===== src/rtl/uart_arb_pkg.sv =====
// Shared types, defaults and helpers for the UART transmit arbiter.
package uart_arb_pkg;

    localparam int unsigned N_REQ_DEF        = 4;
    localparam int unsigned IDLE_TIMEOUT_DEF = 1024;
    localparam int unsigned IDX_W            = 3;

    typedef enum logic {
        IDLE = 1'b0,
        LOCK = 1'b1
    } arb_state_t;

    // Width of the idle counter; IDLE_TIMEOUT >= 2 keeps this at least 1.
    function automatic int unsigned cnt_width(input int unsigned timeout_cycles);
        return $clog2(timeout_cycles);
    endfunction

    // Successor of idx modulo n.
    function automatic logic [IDX_W-1:0] rr_next(input logic [IDX_W-1:0] idx,
                                                 input int unsigned n);
        return ((32'(idx) + 32'd1) >= n) ? '0 : idx + IDX_W'(1);
    endfunction

endpackage


===== src/rtl/rr_pick.sv =====
// Combinational round-robin picker: first set request scanning rr, rr+1, ... mod N.
module rr_pick
    import uart_arb_pkg::*;
#(
    parameter int unsigned N = 4
) (
    input  logic [N-1:0]     req,
    input  logic [IDX_W-1:0] rr,
    output logic [IDX_W-1:0] idx,
    output logic             valid
);

    logic [2*N-1:0] dbl;
    logic [N-1:0]   rot;

    // Rotate so that bit k of rot corresponds to requester (rr + k) mod N.
    always_comb begin
        dbl   = {req, req};
        rot   = N'(dbl >> rr);
        idx   = '0;
        valid = 1'b0;
        for (int unsigned k = 0; k < N; k++) begin
            if (!valid && rot[k]) begin
                valid = 1'b1;
                idx   = ((32'(rr) + k) >= N) ? IDX_W'(32'(rr) + k - N)
                                             : IDX_W'(32'(rr) + k);
            end
        end
    end

endmodule


===== src/rtl/uart_tx_arbiter.sv =====
// Round-robin, message-locked arbiter feeding a single uart_tx buffer.
module uart_tx_arbiter
    import uart_arb_pkg::*;
#(
    parameter int unsigned N_REQ        = N_REQ_DEF,
    parameter int unsigned IDLE_TIMEOUT = IDLE_TIMEOUT_DEF
) (
    input  logic                 clk,
    input  logic                 reset,
    input  logic [N_REQ-1:0]     req,
    input  logic [8*N_REQ-1:0]   req_data,
    input  logic [N_REQ-1:0]     req_last,
    output logic [N_REQ-1:0]     ack,
    output logic [7:0]           tx_data,
    output logic                 tx_write,
    input  logic                 tx_full,
    output logic                 busy,
    output logic [IDX_W-1:0]     owner,
    output logic                 timeout
);

    localparam int unsigned      CNT_W   = cnt_width(IDLE_TIMEOUT);
    localparam logic [CNT_W-1:0] CNT_MAX = CNT_W'(IDLE_TIMEOUT - 1);

    arb_state_t       state, state_nx;
    logic [IDX_W-1:0] rr;
    logic [IDX_W-1:0] pick_idx;
    logic             pick_valid;
    logic [CNT_W-1:0] idle_cnt;
    logic             own_req;
    logic             own_last;
    logic [7:0]       own_data;
    logic             accept;
    logic             expire;

    rr_pick #(.N(N_REQ)) u_pick (
        .req   (req),
        .rr    (rr),
        .idx   (pick_idx),
        .valid (pick_valid)
    );

    // Select the current owner's request lane.
    always_comb begin
        own_req  = 1'b0;
        own_last = 1'b0;
        own_data = '0;
        for (int unsigned i = 0; i < N_REQ; i++) begin
            if (owner == IDX_W'(i)) begin
                own_req  = req[i];
                own_last = req_last[i];
                own_data = req_data[8*i +: 8];
            end
        end
    end

    always_ff @(posedge clk or posedge reset) begin
        if (reset) begin
            state <= IDLE;
        end else begin
            state <= state_nx;
        end
    end

    always_comb begin
        state_nx = state;
        case (state)
            IDLE:    if (pick_valid) state_nx = LOCK;
            LOCK:    if ((accept && own_last) || expire) state_nx = IDLE;
            default: state_nx = IDLE;
        endcase
    end

    // Accept is gated by tx_write because buffer_full lags a write by one cycle.
    always_comb begin
        accept = 1'b0;
        expire = 1'b0;
        if (state == LOCK) begin
            accept = own_req && !tx_full && !tx_write;
            expire = !own_req && (idle_cnt == CNT_MAX);
        end
        for (int unsigned i = 0; i < N_REQ; i++) begin
            ack[i] = accept && (owner == IDX_W'(i));
        end
    end

    always_ff @(posedge clk or posedge reset) begin
        if (reset) begin
            tx_write <= 1'b0;
            tx_data  <= '0;
            busy     <= 1'b0;
            owner    <= '0;
            timeout  <= 1'b0;
            rr       <= '0;
            idle_cnt <= '0;
        end else begin
            tx_write <= accept;
            timeout  <= expire;
            busy     <= (state_nx == LOCK);
            if (accept) begin
                tx_data <= own_data;
            end
            if (state == IDLE && pick_valid) begin
                owner <= pick_idx;
            end
            if (state == LOCK && !own_req && !expire) begin
                idle_cnt <= idle_cnt + CNT_W'(1);
            end else begin
                idle_cnt <= '0;
            end
            if ((accept && own_last) || expire) begin
                rr <= rr_next(owner, N_REQ);
            end
        end
    end

endmodule


===== config.mk =====
export PLATFORM = sky130hd
export DESIGN_NAME = uart_tx_arbiter
export DESIGN_NICKNAME = d
export VERILOG_FILES = /design/src/rtl/uart_arb_pkg.sv /design/src/rtl/rr_pick.sv /design/src/rtl/uart_tx_arbiter.sv
export SDC_FILE = /design/constraint.sdc
export NUM_CORES = 1
export LEC_CHECK = 0
export ABC_CLOCK_PERIOD_IN_PS = 3200
export BUFFER_PORTS_ARGS = -buffer_cell sky130_fd_sc_hd__buf_2
export CAP_MARGIN = 10
export CORE_MARGIN = 8
export CORE_UTILIZATION = 50
export DETAILED_ROUTE_END_ITERATION = 8
export PLACE_DENSITY = 0.79
export REMOVE_ABC_BUFFERS = 1
export SLEW_MARGIN = 20
export SYNTH_ARGS = -nofsm -noshare
export SYNTH_HDL_FRONTEND = slang
export SYNTH_HIERARCHICAL = 1
export SYNTH_SLANG_ARGS = --single-unit

===== constraint.sdc =====
create_clock -name clk -period 3.2 [get_ports clk]
set_clock_uncertainty 0.1 [all_clocks]
set_input_delay 0.64 -clock clk [delete_from_list [all_inputs] [get_ports clk]]
set_output_delay 0.64 -clock clk [all_outputs]
set_load 0.005 [all_outputs]

======== Word-level counts from Yosys, hierarchy flattened ========
Index checks and enable logic that the tools add are counted.
operators by class
  add/subtract/negate cells ............... 10
  magnitude comparators ................... 5
  bitwise gates (word level) .............. 1
  eq/ne operators ......................... 4
  shift operators ......................... 1
  muxes and demuxes ....................... 31
  reductions and logical operators ........ 23
operators by type and width
  cell                                                  number
  two-way mux 8 bit                                     4
  two-way mux 3 bit                                     9
  >= comparator 4 x 3 -> 1 bit (second input constant)  4
  two-way mux 1 bit                                     16
  logical AND 1 bit                                     14
  subtractor 3 bit (second input constant)              4
  adder 10 x 1 -> 10 bit (second input constant)        1
  equality test 10 bit (second input constant)          1
  two-way mux 10 bit                                    1
  adder 3 x 1 -> 4 bit (second input constant)          2
  adder 3 x 2 -> 4 bit (second input constant)          2
  >> shifter 8 x 3 -> 4 bit                             1
  logical NOT 1 bit                                     7
  equality test 3 x 2 -> 1 bit (second input constant)  2
  adder 3 x 1 -> 3 bit (second input constant)          1
  equality test 3 x 1 -> 1 bit (second input constant)  1
  >= comparator 3 bit (second input constant)           1
  logical NOT 3 bit                                     1
  case mux 1 bit (2 select lines)                       1
  logical OR 1 bit                                      1
  inverter 1 bit                                        1
word-level totals
  logic and storage cells ................. 82
  input port bits ......................... 43
  bits in registers ....................... 27

======== Longest topological paths before layout ========
  depth in word-level cells ............... 13
  depth in mapped cells ................... 9
  mapped depth without buffers ............ 8

======== Cells and area by module ========
The synthesis kept the hierarchy.
modules (own cells, without submodules)
  module           times used  cells an instance  area an instance (um2)  seq. area each (um2)
  uart_tx_arbiter  1           169                1,562.7                 675.6
  rr_pick          1           42                 256.5                   0.0

======== Worst setup path before layout ========
Ideal clock, no wire load.
  path type ............................... register to output
  start ................................... register owner[0]
  end ..................................... output ack[0]
  buffers on the path ..................... 2
  data required time ...................... 2,460 ps
  cell stages (with the launch flop) ...... 9
  slack ................................... 679 ps
  data arrival time ....................... 1,781 ps
  path through ............................ dfrtp_1 ha_1 ha_1 buf_2 nor2_2 o221ai_4 a21oi_4 buf_4 and3_1
on the way
  cells in the longest elaborated chain, start to end .. 9
  elaborated cells between the ends (all ways) .. 12
RTL lines
  item                            line                                          source
  start, declared                 uart_tx_arbiter.sv:18                         output logic [IDX_W-1:0] owner,
  start signal, assigned          uart_tx_arbiter.sv:104                        owner <= pick_idx;
  logical NOT 3 bit               uart_tx_arbiter.sv:49, uart_tx_arbiter.sv:83
  two-way mux 1 bit (4 in a row)  uart_tx_arbiter.sv:49                         if (owner == IDX_W'(i)) begin
  logical AND 1 bit (2 in a row)  uart_tx_arbiter.sv:79                         accept = own_req && !tx_full && !tx_write;
  two-way mux 1 bit               uart_tx_arbiter.sv:78                         if (state == LOCK) begin
  logical AND 1 bit (*)           uart_tx_arbiter.sv:83                         ack[i] = accept && (owner == IDX_W'(i));
  end, declared                   uart_tx_arbiter.sv:13                         output logic [N_REQ-1:0] ack,
Mark *: on every way between the ends. The rest lies on a longest branch, timed or not.

======== Worst setup path after layout ========
  start ................................... register owner[2]
  end ..................................... output ack[0]
Same word-level chain as after synthesis.

==> metrics.md <==
| Metric | Value |
|---|---|
| Largest net degree at the start of global routing | 28 |
| TritonCTS buffer count | 3 |
| Gpl congestion | 0.841 |
| DRC Markers | 0 |
| CTS Root Cell | clkbuf_4 |
| Synth cell types | around 50 |
| H-tree depth | 1 |
| Starting density of the core | about half |
| Required time of the worst setup path | between 2 and 2.5 ns |
| Arrival @ worst endpoint | approximately 2.3 ns |
| Fillers | roughly 330 |
| Layout cells sized above 1 | just under 30% |
| Status | completed |
| Crit Path Max Fanout | 16 |
| Via/cell ratio | around 5.4 |
| Type of origin of the critical path | flop |
| Max Cap Violations | 0 |
| Via count | ~1700 |
| Endpoints failing setup | 0 |
| Layout Nets | approximately 320 |
| Die width | roughly 76 um |
| Setup TNS | 0 ns |
| Buffers on Ports | 60 |
| Ys flop type | dfrtp_1 |
| Total gr overflow | 0 |
| Number of synthesized flops with an enable pin | 0 |
| Post-Route WL | 4.59 mm |
| Vias in the first global route | 1695 |
| Diodes inserted | 0 |
| Rows | 22 |
| Class of the worst hold path | in2async |
| Die H | 76.3 um |
| Worst vdd ir | approximately 0.00049 V |
| CTS Sinks | 27 |
| Rel. slew slack | a little over three fifths |
| Nature of the critical path endpoint | output port |
| Area grow syn2layout | 19.1% |
| Part of the Yosys area used for sequential elements | 37.1% |
| Hold_buf cts | 0 |
| Ports | roughly 60 |
| Most used cells in the layout excluding fill and tap cells | 60 x buf_2, 31 x nor2_1, 27 x dfrtp_1, 19 x a21oi_1, 16 x nand2_1 |
| Detail Route Antenna Nets | 0 |
| Area of the multi-input gates | ~1000 um^2 |
| First-pass GRT wire length | just under 8 mm |
| Core ar. | 3580 um^2 |
| WL/cell | approximately 15 um |
| Final worst path period need | around 3.0 ns |
| TritonCTS clock tree | yes |
| Full die area | ~5800 um^2 |
| Tot Pwr | about 0.0017 W |
| Commonest non-fill, non-tap cell in the layout | buf_2 |
| GRT Total Usage | between 10% and 20% |
| Yosys warning count | 6 |
| Mapped Area | 1820 um^2 |
| Synth Area per Inst | between 8 and 9 um^2 |
| Final hold violation count | 0 |
| Hpwl dp | between 3 and 4 mm |
| Worst-skew pair later-pin latency | 0.34 ns |
| Maximum clock path buffer count | 2 |
| First-pass DRT Iterations | 4 |
| Fmax | 0.331 GHz |
| Initial DRC Count | between 80 and 90 |
| Final period utilization | between 90% and 100% |
| Unrepaired setup endpoints after global routing | false |
| Reg clk slew, reported paths | around 0.15 ns |
| Pwr Density | 778 nW/um^2 |
| Transition time at the pin with the least slew margin | between 0.5 and 0.6 ns |
| #FFs+latches synth | 27 |
| Asr flop ratio synth | 100% |
| Initial antenna violation count | 0 |
| Max Slew Vio Count | 0 |
| Reg area | 676 um^2 |
| Syn Inst Count | between 200 and 250 |
| Post-layout util | 60.5% |
| Leak | 1.05 nW |
| Setup CP Type | reg2out |
-- routing by layer --
layer / track usage [%] / share of wire [%]
met5: 0 / 0
met4: 7.12 / 2.0
met3: 4.48 / 4.7
met2: 26.1 / 49
met1: 19.8 / 45
-- where the power goes --
group          internal [W]  switching (W)  leakage [nW]
sequential         0.000454       0.000117         0.343
combinational      0.000412       0.000544         0.698
clock             0.0000481       0.000111        0.0139
total              0.000914       0.000771          1.05
-- registers in the layout, summed over array words and instances, names as in the netlist --
register	cells
timeout	1
tx_write	1
tx_data	8
owner	3
rr	3
busy	1
idle_cnt	10
-- worst paths after layout --
path,cells past startpoint,slack [ns],end,from
setup reg to reg,8,0.67,rr[0],owner[2]
max in group asynchronous,2,2.41,tx_data[0],reset
hold / removal,2,0.22,tx_data[7],reset
setup / recovery,7,0.18,ack[0],owner[2]
hold reg to reg,1,0.42,idle_cnt[0],idle_cnt[0]
min in group clk,1,0.42,idle_cnt[0],idle_cnt[0]
-- repair_timing --
item | CTS | global route
setup buffers | 0 | 0
setup endpoints to repair | 0 | 3
gates resized for setup | 0 | 1
-- cells by family after synthesis --
group                    Yosys count  share of synthesized area, %
adder cells (fa/ha/maj)            7                          4.81
other                              1                         0.206
AO/OA/AOI/OAI                     57                          22.4
flip-flops                        27                          37.1
multiplexers                       4                          2.34
AND/OR/NAND/NOR                   83                          22.8
XOR/XNOR                           8                          3.85
buffers and inverters             24                          6.46
-- Yosys cell counts, types with 2 or more instances --
cell type,n,area [um^2]
ha_1,7,87.6
a222oi_1,5,50.1
dfrtp_1,27,676
nor2_1,31,116
a21o_1,2,15.0
buf_2,3,15.0
nor2b_1,4,25.0
and2_1,2,12.5
and3_1,4,25.0
o211ai_1,2,15.0
a21oi_1,19,95.1
clkbuf_1,2,7.51
nor3_1,7,35.0
buf_4,4,30.0
xnor2_1,4,35.0
a22oi_1,3,22.5
o21ai_0,11,55.1
and3b_1,5,43.8
nand2b_1,2,12.5
nand2_1,16,60.1
nand3_1,5,25.0
a31oi_1,3,18.8
xor2_1,4,35.0
inv_1,12,45.0
mux2_1,2,22.5
mux2i_1,2,20.0
-- final cells by class --
type                       instances  share of cell area (%)
tap                               48                    2.77
clock buffer                       3                    1.04
timing repair buffer              63                    14.9
clock inverter                     1                   0.347
inverter                          13                    2.25
multi-input combinational        160                    47.5
sequential                        27                    31.2
-- worst max-delay path, stage by stage, from the launching register on --
cell and delay [ns]:
dfrtp_1 0.49, inv_2 0.18, ha_1 0.21, buf_4 0.21, nand2_1 0.15, a21oi_4 0.38, and3_1 0.21, buf_2 0.11
-- per-stage QoR --
stage	instance area, um^2	hold slack (ns)	setup WS (ns)	instances
CTS	2160	0.427	0.129	315
detailed placement	2130	0.407	0.533	311
global placement	2130	0.368	0.606	311
finish	2170	0.219	0.176	315
global route	2170	0.262	0.00514	315
floorplan	1750	0.348	0.527	200
Note: power is estimated with default switching activity, not from simulation.
